==> config.mk <==
export PLATFORM = sky130hd
export DESIGN_NAME = byte_queue_ctrl
export DESIGN_NICKNAME = d
export VERILOG_FILES = /design/src/rtl/deser_pkg.sv /design/src/rtl/byte_fifo.sv /design/src/rtl/byte_queue_ctrl.sv
export SDC_FILE = /design/constraint.sdc
export NUM_CORES = 1
export LEC_CHECK = 0
export CAP_MARGIN = 20
export CORE_UTILIZATION = 55
export CTS_CLUSTER_SIZE = 8
export DETAILED_ROUTE_END_ITERATION = 12
export GPL_TIMING_DRIVEN = 0
export PLACE_DENSITY = 0.75
export SLEW_MARGIN = 20
export SYNTH_ARGS = -nofsm -noshare
export SYNTH_HDL_FRONTEND = slang
export SYNTH_SLANG_ARGS = --single-unit
==> constraint.sdc <==
create_clock -name clock_100k -period 3.9 [get_ports clock_100k]
set_clock_uncertainty 0.05 [all_clocks]
set_input_delay 0.78 -clock clock_100k [delete_from_list [all_inputs] [get_ports clock_100k]]
set_output_delay 0.78 -clock clock_100k [all_outputs]
set_load 0.02 [all_outputs]
==> src/rtl/deser_pkg.sv <==
// Types and constants shared by the deserializer and the byte queue that follows it.
package deser_pkg;

  localparam int BYTE_W = 8;

  // Accept-side handshake states of byte_queue_ctrl.
  typedef enum logic [1:0] {Q_IDLE, Q_ACK, Q_WAIT_LOW} qstate_t;

  // Deserializer receive states.
  typedef enum logic [1:0] {S_IDLE, S_RECV, S_READY} state_t;

endpackage

==> src/rtl/byte_fifo.sv <==
// Circular DEPTH-entry byte FIFO with show-ahead head output and occupancy count.
module byte_fifo
  import deser_pkg::*;
#(
  parameter int DEPTH = 8,
  parameter int WIDTH = BYTE_W
) (
  input  logic                     clock_100k,
  input  logic                     reset,
  input  logic                     wr_en,
  input  logic [WIDTH-1:0]         wr_data,
  input  logic                     rd_en,
  output logic [WIDTH-1:0]         data_out,
  output logic [$clog2(DEPTH):0]   len_out,
  output logic                     full,
  output logic                     empty
);

  localparam int AW = $clog2(DEPTH);
  localparam int LW = AW + 1;

  logic [WIDTH-1:0] mem [DEPTH];
  logic [AW-1:0]    wr_ptr;
  logic [AW-1:0]    rd_ptr;
  logic [LW-1:0]    len;

  logic do_wr;
  logic do_rd;

  // Gating uses the occupancy held before the edge, so a pop never frees a slot for a same-edge write.
  assign do_wr = wr_en && !full;
  assign do_rd = rd_en && !empty;

  always_ff @(posedge clock_100k or posedge reset) begin
    if (reset) begin
      for (int i = 0; i < DEPTH; i++) begin
        mem[i] <= '0;
      end
    end else if (do_wr) begin
      mem[wr_ptr] <= wr_data;
    end
  end

  always_ff @(posedge clock_100k or posedge reset) begin
    if (reset) begin
      wr_ptr <= '0;
      rd_ptr <= '0;
      len    <= '0;
    end else begin
      if (do_wr) begin
        wr_ptr <= wr_ptr + AW'(1);
      end
      if (do_rd) begin
        rd_ptr <= rd_ptr + AW'(1);
      end
      case ({do_wr, do_rd})
        2'b10:   len <= len + LW'(1);
        2'b01:   len <= len - LW'(1);
        default: len <= len;
      endcase
    end
  end

  assign full     = (len == LW'(DEPTH));
  assign empty    = (len == '0);
  assign len_out  = len;
  assign data_out = empty ? '0 : mem[rd_ptr];

endmodule

==> src/rtl/byte_queue_ctrl.sv <==
// Accepts bytes from the deserializer handshake into byte_fifo, stalling the ack while full.
module byte_queue_ctrl
  import deser_pkg::*;
#(
  parameter int DEPTH = 8,
  parameter int WIDTH = BYTE_W
) (
  input  logic                     clock_100k,
  input  logic                     reset,
  input  logic [WIDTH-1:0]         des_data,
  input  logic                     des_ready,
  output logic                     ack_out,
  input  logic                     deq_in,
  output logic [WIDTH-1:0]         data_out,
  output logic [$clog2(DEPTH):0]   len_out,
  output logic                     full,
  output logic                     empty
);

  qstate_t state_reg;
  qstate_t state_next;
  logic    ack_reg;
  logic    ack_next;
  logic    wr_en;
  logic    rd_en;

  always_ff @(posedge clock_100k or posedge reset) begin
    if (reset) begin
      state_reg <= Q_IDLE;
      ack_reg   <= 1'b0;
    end else begin
      state_reg <= state_next;
      ack_reg   <= ack_next;
    end
  end

  always_comb begin
    state_next = state_reg;
    ack_next   = 1'b0;
    wr_en      = 1'b0;
    case (state_reg)
      Q_IDLE: begin
        // Holding off here while full keeps the deserializer parked in its ready state.
        if (des_ready && !full) begin
          wr_en      = 1'b1;
          ack_next   = 1'b1;
          state_next = Q_ACK;
        end
      end
      Q_ACK: begin
        state_next = Q_WAIT_LOW;
      end
      Q_WAIT_LOW: begin
        if (!des_ready) begin
          state_next = Q_IDLE;
        end
      end
      default: begin
        state_next = Q_IDLE;
      end
    endcase
  end

  assign rd_en   = deq_in && !empty;
  assign ack_out = ack_reg;

  byte_fifo #(
    .DEPTH (DEPTH),
    .WIDTH (WIDTH)
  ) u_fifo (
    .clock_100k (clock_100k),
    .reset      (reset),
    .wr_en      (wr_en),
    .wr_data    (des_data),
    .rd_en      (rd_en),
    .data_out   (data_out),
    .len_out    (len_out),
    .full       (full),
    .empty      (empty)
  );

endmodule

==> results.json <==
{
  "status": "finished, final reports clean",
  "syn_inst": 232,
  "nFillCells": 463,
  "grt_max_degree": 49,
  "synth-seq-cells": 77,
  "crit_arrival_ns": 2.75,
  "r2r_end": "u_fifo.len_out[2]",
  "port_buffers": 26,
  "io_pins": 27,
  "setup_viol": 0,
  "power.share.combinational": 0.455,
  "initial_core_util": 0.5676,
  "cts-hold-fix-buffers": 0,
  "crit_start": "u_fifo.rd_ptr[0]",
  "sw_frac_of_total": 0.3307,
  "core_area_um2": 6314,
  "antenna_found_initial": 0,
  "fin_crit_sh": 0.9187,
  "postPlaceCellArea_um2": 3979,
  "drv_cap": 0,
  "die_h_um": 82.72,
  "dp_hpwl_um": 4210,
  "avgSynthCellArea_um2": 15.45,
  "worst_pin_slew_ns": 0.8462,
  "drtAntennaViolNets": 0,
  "critPathLaunchType": "flop",
  "htree_levels": 3,
  "numCtsBuffers": 9,
  "crit_required_ns": 3.07,
  "place_congestion": 0.7290,
  "clk_pin_slew_ns": 0.08,
  "cts_tree": "built",
  "syn2layout_area_growth_pct": 17.88,
  "cts-root-buf": "clkbuf_8",
  "cpMaxStageDelayCell": "clkdlybuf4s50_1",
  "max_flop_register": "u_fifo.mem",
  "max-slew-margin-rel": 0.4359,
  "post-route-min-period_ns": 3.583,
  "critPathMaxStageDelay_ns": 0.58,
  "holdWs_ns": 0.4279,
  "drc": 0,
  "cts_setup_buffers": 0,
  "synth_nets": 249,
  "p_switching_uw": 1279,
  "wl_per_cell_um": 19.05,
  "slew_viol_final": 0,
  "routed-via-count": 2050,
  "power.share.clock": 0.183,
  "clock_latency_ns": 0.34,
  "fin_area_um2": 4224,
  "rsz0062_at_grt": "false",
  "endpoint_kind": "output pin",
  "timing.rr.start": "u_fifo.len_out[1]",
  "r2r_cells": 10,
  "power_density_nw_per_um2": 915.4,
  "p_int_uw": 2588,
  "finalHoldViolations": 0,
  "drive_above_1_share": 0.4182,
  "ys_warn_count": 0,
  "avgViaCountPerCell": 5.824,
  "cts.sinks": 77,
  "path_cells": "buf_2 -> buf_2 -> mux4_2 -> mux2i_1 -> nor2_1 -> clkdlybuf4s50_1",
  "grt_overflow": 0,
  "grtUsageTotal": 0.2261,
  "dieWidth_um": 82.72,
  "peakVddDrop_mv": 0.4964,
  "path_class": "reg2out",
  "max_freq_mhz": 279.1,
  "yosys.cell_types.count": 26,
  "grt_pass1_wl_um": 10690,
  "grt_pass1_vias": 2064,
  "largest_register_ffs": 64,
  "power.leakage_uw": 0.001838,
  "num-nets-final": 287,
  "seq_area_frac_synth": 0.5377,
  "critical_path.most_common_cell": "buf_2",
  "drtIter0Drc": 109,
  "clk_path_buf_depth": 2,
  "syn_area_um2": 3583,
  "path_max_fanout": 10,
  "seq_power_share": 0.362,
  "rows": 29,
  "hold_depth": 1,
  "first_pass_iters": 4,
  "antenna_cells": 0,
  "rrSetupSlack_ns": 0.94,
  "hold_path.class": "reg2reg",
  "endpoint": "data_out[4]",
  "wl_um": 6704,
  "die_area_um2": 6842
}
==> metrics by stage <==
step | instances | setup TNS [ns] | utilization | total power [uW] | setup WS, ns
after floorplan | 232 | 0 | - | 2639 | 0.8741
after global placement | 335 | -11.34 | 0.6241 | 3123 | -0.1509
after detailed placement | 336 | 0 | 0.6302 | 3189 | 0.4599
after global routing | 352 | 0 | 0.6690 | 4125 | 0.1424
after CTS | 352 | 0 | 0.6688 | 3907 | 0.04305
final | 352 | 0 | 0.6690 | 3867 | 0.3172
==> worst min path at each step <==
stage,endpoint,start
after floorplan,state_reg[1],state_reg[1]
after global placement,state_reg[1],state_reg[1]
after detailed placement,state_reg[1],state_reg[1]
after CTS,state_reg[1],state_reg[1]
after global routing,state_reg[1],state_reg[1]
final,state_reg[1],state_reg[1]
==> cells in the final DEF, fill, tap and decap left out, drive strengths merged, types with 6 or more instances in the layout <==
cell type / Yosys / routed
clkbuf: 1 / 14
clkdlybuf4s50: 0 / 26
mux2i: 9 / 9
mux4: 16 / 16
buf: 7 / 8
nor2b: 6 / 6
dfrtp: 77 / 77
mux2: 67 / 67
nand3: 6 / 6
nor2: 10 / 10
==> synthesized netlist by cell type (all sizes together) <==
cell	instances	area [um^2]
xnor2	4	35.03
xor2	5	43.79
mux4	16	360.4
inv	5	21.27
buf	7	35.04
a31oi	1	6.260
nand2	3	11.26
nor3	2	32.53
nor4b	1	15.01
nor4	1	12.51
clkbuf	1	3.750
or3	2	12.51
nor2b	6	37.54
a21oi	2	10.01
dfrtp	77	1927
mux2	67	754.5
mux2i	9	90.09
ha	5	62.56
nor2	10	37.54
nand3	6	60.06
o32ai	1	8.760
nand2b	1	6.260
==> routing by layer <==
metal / routed length, um / global-route usage / part of all wire / vias to the layer above
met3: 241 / 0.04945 / 0.036 / 10
met2: 3314 / 0.3680 / 0.49 / 39
met5: 0 / 0 / 0 / -
li1: - / - / - / 928
met1: 3051 / 0.2935 / 0.46 / 1073
met4: 97 / 0.09483 / 0.014 / 0
==> cell families after synthesis <==
group	count (synthesis)	share of synthesized area
buffers and inverters	13	0.01676
XOR/XNOR	9	0.02200
AND/OR/NAND/NOR	32	0.06285
multiplexers	92	0.3362
flip-flops	77	0.5377
AO/OA/AOI/OAI	4	0.006985
adder cells (fa/ha/maj)	5	0.01746
==> timing repair <==
| item | in CTS | in global routing |
|---|---|---|
| hold endpoints to repair | 0 | 0 |
| setup endpoints to repair | 0 | 8 |
| gates resized for setup | 0 | 2 |
==> worst max-delay path, delay by kind of cell (launching register included) <==
kind | cells | cell delay (ns)
simple gates | 1 | 0.07
buf+inv | 3 | 1.31
mux | 2 | 0.69
flops | 1 | 0.34
==> power by group through the flow <==
stage          logic, uW  clock network, uW  registers [uW]
6_report            1760                708            1400
5_1_grt             1920                756            1450
4_1_cts             1790                725            1400
3_5_place_dp        1780                  0            1410
3_3_place_gp        1730                  0            1390
2_1_floorplan       1260                  0            1380
==> final cells by class <==
| type | instances | area, um^2 | share of cell area |
|---|---|---|---|
| Clock inverter | 3 | 65.06 | 0.01540 |
| Timing Repair Buffer | 27 | 287.8 | 0.06813 |
| Multi-Input combinational cell | 142 | 1605 | 0.3800 |
| Inverter | 5 | 23.77 | 0.005628 |
| Buffer | 8 | 40.04 | 0.009479 |
| Clock buffer | 13 | 178.9 | 0.04236 |
| Tap cell | 77 | 96.34 | 0.02281 |
| Sequential cell | 77 | 1927 | 0.4562 |
Note: power is estimated with default switching activity, not from simulation.
